--- src/rtl/dispatch_queue.sv ---
// rtl/dispatch_queue.sv - in-order task dispatch buffer feeding reservation stations.
// Optional stall counter output STALL_CNT is enabled by defining DISPATCH_STATS_EN.
module dispatch_queue #(
  parameter int DEPTH  = 8,
  parameter int TASK_W = 128,
  parameter int TAG_W  = 3,
  parameter int NUM_RS = 8
) (
  input  logic                       CLK,
  input  logic                       RST,
  input  logic                       FLUSH,
  input  logic                       ENQ_VALID,
  input  logic [TASK_W-1:0]          ENQ_TASK,
  input  logic [TAG_W-1:0]           ENQ_RS,
  output logic                       ENQ_READY,
  input  logic [NUM_RS-1:0]          RS_BUSY,
  output logic                       DISPATCH_VALID,
  output logic [TASK_W-1:0]          DISPATCH_TASK,
  output logic [TAG_W-1:0]           DEST_RS,
  output logic [$clog2(DEPTH):0]     COUNT,
  output logic                       FULL,
  output logic                       EMPTY
`ifdef DISPATCH_STATS_EN
  ,
  output logic [31:0]                STALL_CNT
`endif
);
  localparam int PW = $clog2(DEPTH);
  localparam int CW = PW + 1;

  logic [TASK_W-1:0] task_mem [DEPTH];
  logic [TAG_W-1:0]  tag_mem  [DEPTH];

  logic [PW-1:0]     head_q, head_d, tail_q, tail_d;
  logic [CW-1:0]     count_q, count_d;
  logic              dv_q, dv_d;
  logic [TASK_W-1:0] task_q, task_d;
  logic [TAG_W-1:0]  dest_q, dest_d;
  logic [TAG_W-1:0]  shadow_q, shadow_d;

  logic              full, empty, enq, pop, eligible;
  logic [TAG_W-1:0]  head_tag;

  assign full      = (count_q == CW'(DEPTH));
  assign empty     = (count_q == '0);
  assign head_tag  = tag_mem[head_q];
  // Shadow tag blocks a second send to an RS whose busy flag has not caught up yet.
  assign eligible  = !empty && (head_tag != '0) && !RS_BUSY[head_tag] && (head_tag != shadow_q);
  assign pop       = eligible || (!empty && (head_tag == '0));
  assign enq       = ENQ_VALID && !full;

  always_comb begin
    head_d   = head_q;
    tail_d   = tail_q;
    count_d  = count_q;
    dv_d     = 1'b0;
    task_d   = task_q;
    dest_d   = '0;
    shadow_d = '0;
    if (!FLUSH) begin
      if (enq) tail_d = tail_q + PW'(1);
      if (pop) head_d = head_q + PW'(1);
      count_d = count_q + CW'(enq) - CW'(pop);
      if (eligible) begin
        dv_d     = 1'b1;
        task_d   = task_mem[head_q];
        dest_d   = head_tag;
        shadow_d = head_tag;
      end
    end else begin
      head_d  = '0;
      tail_d  = '0;
      count_d = '0;
    end
  end

  always_ff @(posedge CLK or posedge RST) begin
    if (RST) begin
      head_q   <= '0;
      tail_q   <= '0;
      count_q  <= '0;
      dv_q     <= 1'b0;
      task_q   <= '0;
      dest_q   <= '0;
      shadow_q <= '0;
    end else begin
      head_q   <= head_d;
      tail_q   <= tail_d;
      count_q  <= count_d;
      dv_q     <= dv_d;
      task_q   <= task_d;
      dest_q   <= dest_d;
      shadow_q <= shadow_d;
    end
  end

  always_ff @(posedge CLK) begin
    if (enq && !FLUSH) begin
      task_mem[tail_q] <= ENQ_TASK;
      tag_mem[tail_q]  <= ENQ_RS;
    end
  end

  assign ENQ_READY      = !full;
  assign DISPATCH_VALID = dv_q;
  assign DISPATCH_TASK  = task_q;
  assign DEST_RS        = dest_q;
  assign COUNT          = count_q;
  assign FULL           = full;
  assign EMPTY          = empty;

`ifdef DISPATCH_STATS_EN
  logic [31:0] stall_q, stall_d;

  always_comb begin
    stall_d = stall_q;
    if (FLUSH) begin
      stall_d = '0;
    end else if (!empty && (head_tag != '0) && !eligible && (stall_q != 32'hFFFF_FFFF)) begin
      stall_d = stall_q + 32'd1;
    end
  end

  always_ff @(posedge CLK or posedge RST) begin
    if (RST) stall_q <= '0;
    else     stall_q <= stall_d;
  end

  assign STALL_CNT = stall_q;
`endif
endmodule

--- config.mk ---
export PLATFORM = sky130hd
export DESIGN_NAME = dispatch_queue
export DESIGN_NICKNAME = d
export VERILOG_FILES = /design/src/rtl/dispatch_queue.sv
export SDC_FILE = /design/constraint.sdc
export NUM_CORES = 1
export LEC_CHECK = 0
export BUFFER_PORTS_ARGS = -buffer_cell sky130_fd_sc_hd__clkbuf_2
export CORE_ASPECT_RATIO = 2
export CORE_MARGIN = 10
export CORE_UTILIZATION = 35
export CTS_CLUSTER_DIAMETER = 150
export DETAILED_ROUTE_END_ITERATION = 10
export GPL_TIMING_DRIVEN = 0
export SLEW_MARGIN = 10
export SYNTH_ARGS = -nofsm -noshare
export SYNTH_HDL_FRONTEND = slang
export SYNTH_SLANG_ARGS = --single-unit
--- constraint.sdc ---
create_clock -name CLK -period 26.6 [get_ports CLK]
set_input_delay 3.99 -clock CLK [delete_from_list [all_inputs] [get_ports CLK]]
set_output_delay 3.99 -clock CLK [all_outputs]
set_load 0.01 [all_outputs]
Yosys cells after proc, flatten, opt, wreduce, memory -nomap -nowiden
Memory sizes are Yosys's and may differ from the RTL's. A register that Yosys moved wholly into a read port is not among the register bits.
Cells that the tools add are included.
W data, S select, Z words.

operators by class
  $add $sub $neg = 4
  multiply operators = 0
  div/mod/pow operators = 0
  $lt $le $gt $ge = 1
  eq/ne operators = 2
  shift-type cells = 0
  muxes and demuxes = 13
  bitwise operators = 1
  reduce and logical (&&, ||, !) cells = 17

operator list
  kind                   number
  $mux W3                6
  $add A3 B1 Y3 const B  2
  $logic_and A1 B1 Y1    6
  $mux W1                5
  $add A4 B1 Y4          1
  $eq A4 B4 Y1 const B   1
  $logic_not A1 Y1       4
  $logic_not A4 Y1       1
  $lt A3 B4 Y1 const B   1
  $mux W4                1
  $reduce_bool A2 Y1     2
  $sub A4 B1 Y4          1
  $bmux W1 S3            1
  $logic_not A3 Y1       1
  $ne A3 B3 Y1           1
  $reduce_bool A3 Y1     1
  $reduce_and A2 Y1      1
  $logic_or A1 B1 Y1     1
  $not A1 Y1             1

word-level totals
  register bits = 14
  latch bits = 0
  memory bits (writable) = 1,048
  ROM bits = 0
  word-level logic and storage cells = 45
  memories kept = 2

memories
  memory    words  bits a word  read ports  clocked after Yosys merged registers in  write ports  RTL line  source
  task_mem  8      128          1           1                                        1            31        logic [TASK_W-1:0] task_mem [DEPTH];
  tag_mem   8      3            1           0                                        1            32        logic [TAG_W-1:0] tag_mem [DEPTH];

Logic depth before layout (Yosys ltp)
Gate-level depths: netlist of run 1.
An unclocked memory read counts as a cell.

  depth after elaboration = 9
  depth in mapped cells = 15
  depth with buffers taken out = 14

Worst setup path after synthesis of run 1
OpenSTA, ideal clock, no wires.

  path type = input to register
  start point = input port ENQ_VALID
  end point = memory tag_mem[0][0] (enable)
  arrival time = 13.316 ns
  required time = 25.819 ns
  setup slack = 12.503 ns
  stages = 3
  buffers on the path = 0
  cell sequence = nand2_1 or3_1 nor3_1

between the ends
  longest elaborated chain between the ends = 4

ends and longest elaborated chain
  element                        RTL line  source
  start: declaration             12        input logic ENQ_VALID,
  $logic_and A1 B1 Y1            50        assign enq = ENQ_VALID && !full;
  $logic_and A1 B1 Y1            98        if (enq && !FLUSH) begin
  $mux W1                        98
  $mux W1 (not written as such)  100       tag_mem[tail_q] <= ENQ_RS;
  end: declaration               32

Every way passes these cells.

Final worst setup path of run 1
  start point = input port FLUSH
  end point = memory task_mem[1][12] (enable)

between the ends
  longest elaborated chain between the ends = 4

ends and longest elaborated chain
  element                        RTL line  source
  start: declaration             11        input logic FLUSH,
  $logic_not A1 Y1               98
  $logic_and A1 B1 Y1            98
  $mux W1                        98
  $mux W1 (not written as such)  99        task_mem[tail_q] <= ENQ_TASK;
  end: declaration               31

Every way passes these cells.

==> results of run 1 <==
layout make-up:
class | count | area, µm² | share of cell area
diodes | 4 | 10.0 | 0.000187
plain buffers | 89 | 425 | 0.00796
inverters | 10 | 45.0 | 0.000843
clock inverters | 63 | 643 | 0.0120
repair buffers | 363 | 2660 | 0.0498
clock buffers | 132 | 2800 | 0.0524
flip-flops and latches | 1190 | 35000 | 0.656
multi-input cells | 595 | 9700 | 0.181
well taps | 1692 | 2120 | 0.0396
stage by stage:
step / util / hold WS (ns)
final: 0.417 / 0.507
after global routing: 0.417 / 0.520
after CTS: 0.417 / 0.511
after detailed placement: 0.390 / 0.494
after global placement: 0.379 / 0.494
after floorplan: - / 0.545
flip-flops by register name (all words and copies together) (netlist names):
register and cells:
head_q 3, task_mem 1024, tag_mem 24, shadow_q 3
DISPATCH_TASK 128, DISPATCH_VALID 1, COUNT 4, tail_q 3
layer usage:
metal,GRT usage,up-vias,part of all wire
li1,-,8794,-
met1,0.186,11200,0.40
met2,0.262,569,0.52
met3,0.0342,166,0.059
met4,0.0493,22,0.025
met5,0,-,0.0011
layout by cell type (no fill, tap or decap), drive strengths merged, types with 2 or more instances in the layout:
cell,n
mux4,262
mux2,258
edfxtp,1048
a21oi,2
nor3,3
bufinv,9
nand3,2
nand2b,5
clkbuf,460
dfrtp,142
diode,4
mux2i,7
buf,124
xnor2,5
nor2,20
xor2,2
clkinv,43
ha,8
a22oi,2
clkinvlp,8
inv,13
nand2,6
nor2b,6
worst max-delay path: stages:
cell and delay [ns]:
clkbuf_2 0.13, clkbuf_1 0.24, nor2_1 0.15, nand2_1 0.21
nor3_2 0.44, buf_6 0.21, buf_4 0.21, buf_4 0.23
buf_4 0.24, buf_4 0.24, buf_4 0.25
where the power goes:
group / switching (mW) / leakage, nW / total, mW / internal [mW]
Combinational: 0.522 / 5.02 / 1.08 / 0.553
Clock: 0.680 / 1.67 / 1.52 / 0.840
Sequential: 0.0819 / 11.2 / 2.27 / 2.19
worst max path at each step:
stage                           end  cells past startpoint  slack (ns)      start
detailed placement  task_mem[1][12]                     11       19.70      FLUSH
global route        task_mem[1][12]                     11       20.28      FLUSH
floorplan             tag_mem[0][0]                      3       12.50  ENQ_VALID
global placement    task_mem[0][12]                      4        1.13  ENQ_VALID
CTS                 task_mem[1][12]                     11       20.50      FLUSH
finish              task_mem[1][12]                     11       20.42      FLUSH
cells by family (layout without fill, tap and decap cells):
| family | Yosys count | after routing | share of synthesized area |
|---|---|---|---|
| AOI/OAI and AO/OA | 7 | 7 | 0.00111 |
| xor gates and xnor gates | 7 | 7 | 0.00136 |
| adders and majority gates | 9 | 9 | 0.00266 |
| buffers and inverters | 99 | 657 | 0.0101 |
| DFF | 1190 | 1190 | 0.776 |
| muxes | 527 | 527 | 0.204 |
| other | 0 | 4 | 0 |
| and+or+nand+nor | 45 | 45 | 0.00466 |
==> flow_metrics.env, run 1 <==
export IMPL_outcome="complete, no violations"
export IMPL_reg2reg_to="COUNT[2]"
export IMPL_cts_hold_buffers=0
export IMPL_maxSlewViolCount=0
export IMPL_cts_root_buffer="clkbuf_16"
export IMPL_wl_per_cell_um=26.5
export IMPL_place_area_um2=50000
export IMPL_ys_async_sr_fraction=0.119
export IMPL_required_ns=26.99
export IMPL_setup_violations=0
export IMPL_grt_pass1_vias=23000
export IMPL_netlist_area_um2=45100
export IMPL_io_pins=282
export IMPL_final_area_um2=53400
export IMPL_ys_warn_count=0
export IMPL_fmax_ghz=0.162
export IMPL_p_total_mw=4.87
export IMPL_wl_mm=110
export IMPL_coreArea_um2=128000
export IMPL_slew_headroom=0.184
export IMPL_placedCellCount=3939
export IMPL_yosys_top_cells_count="edfxtp_1 (1048), mux4_2 (262), mux2_2 (182)"
export IMPL_nFillCells=11100
export IMPL_post_cts_resized=0
export IMPL_path_class="in2reg"
export IMPL_drtPass1Iterations=5
export IMPL_synth_area_leaders="edfxtp_1 (70%), mux4_2 (13%), dfrtp_1 (7.9%), mux2_2 (4.5%), mux2_4 (2.5%)"
export IMPL_clock_sinks=1190
export IMPL_std_cell_rows=186
export IMPL_rr_startpoint="head_q[1]"
export IMPL_hold_depth=1
export IMPL_dieArea_um2=145000
export IMPL_finalHoldViolations=0
export IMPL_hold_class="reg2reg"
export IMPL_grt_start_max_net_pins=62
export IMPL_fp_dieW_um=274
export IMPL_antenna_found_initial=15
export IMPL_start_util=0.352
export IMPL_r2r_cells=14
export IMPL_synth_cells=1884
export IMPL_peakVddDrop_uv=70.0
export IMPL_reg2reg_slack_ns=23.05
export IMPL_fin_worst_skew_ns=0.0239
export IMPL_first_iter_violations=1547
export IMPL_power_density_nw_per_um2=91.1
export IMPL_end_kind="register"
export IMPL_vias_per_cell=5.00
export IMPL_yosysMostFrequentCell="edfxtp_1"
export IMPL_synth_largest_area_cell="edfxtp_1"
export IMPL_synth_top_flop_cell="edfxtp_1"
export IMPL_ys_ff_latch=1190
export IMPL_timing_final_crit_share=0.232
export IMPL_synth_top_cell_area_share=0.697
export IMPL_drive_gt1_frac=0.442
export IMPL_grt_ovfl_total=0
export IMPL_path_max_fanout=10
export IMPL_drc=0
export IMPL_clkTransAtPathRegs_ns=0.06
export IMPL_start_kind="input port"
export IMPL_syn_nets=2036
export IMPL_area_growth_syn_to_layout_pct=18.4
export IMPL_cts_setup_buffers=0
export IMPL_rsz0062_at_grt="no"
export IMPL_insertion_delay_ns=0.70
export IMPL_synth_edf_count=1048
export IMPL_gp_congestion=0.702
export IMPL_pre_cts_ws_ns=19.70
export IMPL_cts_tree="yes"
export IMPL_synth_cell_type_count=30
export IMPL_syn_area_per_cell_um2=24.0
export IMPL_tns_ns=0
export IMPL_finalCriticalPeriod_ns=6.18
export IMPL_cts_buffer_depth=3
export IMPL_hold_start="DISPATCH_TASK[73]"
export IMPL_cap_violations=0
export IMPL_num_vias=20700
export IMPL_die_height_um=528
export IMPL_cts_htree_levels=3
export IMPL_portBuffers=280
export IMPL_p_leak_nw=17.9
export IMPL_final_nets=2504
export IMPL_worstPathArrival_ns=6.57
export IMPL_ant_nets=0
export IMPL_fin_ws_ns=20.42
export IMPL_grt_pass1_wl_mm=160
export IMPL_seq_area_frac_synth=0.776
export IMPL_dp_hpwl_mm=74.5
export IMPL_layout_cells_non_filler=4138
export IMPL_cts_buffers=103
export IMPL_track_usage=0.152
export IMPL_worst_pin_slew_ns=1.22
export IMPL_min_delay_worst_endpoint="DISPATCH_TASK[73]"
No activity file was read; power rests on OpenSTA's default activity.
==> run 2, diff against run 1 <==
==> constraint.sdc (replaced) <==
create_clock -name CLK -period 6.2 [get_ports CLK]
set_input_delay 0.93 -clock CLK [delete_from_list [all_inputs] [get_ports CLK]]
set_output_delay 0.93 -clock CLK [all_outputs]
set_load 0.01 [all_outputs]
==> flow_metrics.env, run 2 (synthesized netlist as in run 1, its figures left out) <==
export IMPL_antenna_found_initial=16
export IMPL_outcome="complete, no violations"
export IMPL_die_height_um=528
export IMPL_grt_pass1_vias=23100
export IMPL_fin_ws_ns=2.54
export IMPL_clock_sinks=1190
export IMPL_worst_pin_slew_ns=1.12
export IMPL_cp_slowest_cell="mux4_2"
export IMPL_setup_violations=0
export IMPL_fin_worst_skew_ns=0.0270
export IMPL_dieArea_um2=145000
export IMPL_cts_hold_buffers=0
export IMPL_path_class="reg2reg"
export IMPL_portBuffers=280
export IMPL_area_growth_syn_to_layout_pct=19.4
export IMPL_drtPass1Iterations=5
export IMPL_io_pins=282
export IMPL_gp_congestion=0.735
export IMPL_maxSlewViolCount=0
export IMPL_max_stage_delay_ns=0.54
export IMPL_final_cell_mix="edfxtp_1 (1048), clkbuf_2 (285), mux4_2 (262)"
export IMPL_peakVddDrop_uv=268
export IMPL_grt_pass1_wl_mm=160
export IMPL_fmax_ghz=0.273
export IMPL_cts_buffers=103
export IMPL_timing_final_crit_share=0.590
export IMPL_path_max_fanout=10
export IMPL_finalCriticalPeriod_ns=3.66
export IMPL_final_nets=2494
export IMPL_start_kind="register"
export IMPL_ant_nets=0
export IMPL_grt_start_max_net_pins=63
export IMPL_num_vias=20800
export IMPL_wl_mm=109
export IMPL_reg2reg_slack_ns=2.54
export IMPL_p_leak_nw=18.0
export IMPL_std_cell_rows=186
export IMPL_post_cts_resized=0
export IMPL_slew_headroom=0.254
export IMPL_largest_reg_flops=1024
export IMPL_drc=0
export IMPL_finalHoldViolations=0
export IMPL_nFillCells=11000
export IMPL_cts_setup_buffers=0
export IMPL_power_density_nw_per_um2=394
export IMPL_rr_startpoint="head_q[1]"
export IMPL_drive_gt1_frac=0.445
export IMPL_fp_dieW_um=274
export IMPL_insertion_delay_ns=0.69
export IMPL_final_area_um2=53900
export IMPL_place_area_um2=50300
export IMPL_worstPathArrival_ns=4.20
export IMPL_clkTransAtPathRegs_ns=0.07
export IMPL_track_usage=0.151
export IMPL_pre_cts_ws_ns=2.57
export IMPL_first_iter_violations=1493
export IMPL_end_kind="register"
export IMPL_required_ns=6.75
export IMPL_cts_buffer_depth=3
export IMPL_fin_util=0.420
export IMPL_rsz0062_at_grt="no"
export IMPL_vias_per_cell=5.03
export IMPL_critical_path_cell_chain="buf_6 -> mux4_2 -> mux2i_4 -> mux2i_1 -> a22oi_1 -> a211oi_2 -> nor2_1 -> inv_1 -> ha_1 -> inv_1 -> ha_1 -> fa_1 -> xnor2_1 -> nor2_1"
export IMPL_regMostFlops="task_mem"
export IMPL_reg2reg_to="COUNT[2]"
export IMPL_hold_class="in2async"
export IMPL_wl_per_cell_um=26.5
export IMPL_cts_root_buffer="clkbuf_16"
export IMPL_dp_hpwl_mm=73.2
export IMPL_cts_htree_levels=3
export IMPL_final_common_cell="edfxtp_1"
export IMPL_cts_tree="yes"
export IMPL_start_util=0.352
export IMPL_coreArea_um2=128000
export IMPL_r2r_cells=14
export IMPL_grt_ovfl_total=0
export IMPL_cap_violations=0
==> run 2: worst max-delay path, delay by kind of cell (launching register included) <==
kind	cells	cell delay, ns
multiplexers	3	0.98
AND/OR/NAND/NOR	2	0.33
buffers and inverters	3	0.30
XOR/XNOR	1	0.19
AO/OA/AOI/OAI	2	0.39
flip-flops	1	0.42
adder cells (fa/ha/maj)	3	0.91
==> run 2: per-stage QoR <==
| step | hold slack (ns) | total power, mW | TNS, ns | instances |
|---|---|---|---|---|
| CTS | 0.0785 | 21.6 | 0 | 4123 |
| global route | 0.124 | 22.2 | 0 | 4125 |
| detailed placement | 0.494 | 14.7 | 0 | 3929 |
| floorplan | 0.545 | 12.9 | -1199.08 | 1884 |
| global placement | 0.490 | 14.6 | -8944.90 | 3856 |
| finish | 0.160 | 21.2 | 0 | 4128 |
==> run 2: cell type report <==
class / count / area, µm² / share of cell area
Multi-Input combinational cell: 595 / 9710 / 0.180
Clock inverter: 64 / 766 / 0.0142
Buffer: 89 / 427 / 0.00792
Inverter: 10 / 45.0 / 0.000836
Clock buffer: 130 / 2830 / 0.0525
Antenna cell: 5 / 12.5 / 0.000232
Sequential cell: 1190 / 35000 / 0.650
Timing Repair Buffer: 353 / 2940 / 0.0546
Tap cell: 1692 / 2120 / 0.0393
==> run 2: worst max-delay path by stage <==
stage	start	end	cells past startpoint
after floorplan	ENQ_VALID	tag_mem[2][0]	3
after global placement	FLUSH	task_mem[3][18]	5
after detailed placement	head_q[2]	COUNT[2]	14
after CTS	head_q[1]	COUNT[2]	14
after global routing	head_q[1]	COUNT[2]	14
final	head_q[1]	COUNT[2]	14
==> run 2: routing by layer <==
layer | vias up | global-route usage | wire (µm)
li1 | 8785 | - | -
met1 | 11300 | 0.186 | 43500
met2 | 567 | 0.263 | 57200
met3 | 154 | 0.0335 | 6160
met4 | 22 | 0.0449 | 2380
met5 | - | 0 | 138
==> run 2: where the power goes <==
part / internal [mW] / switching, mW / total, mW
Sequential: 9.40 / 0.356 / 9.76
Clock: 3.88 / 2.93 / 6.81
Combinational: 2.40 / 2.24 / 4.64
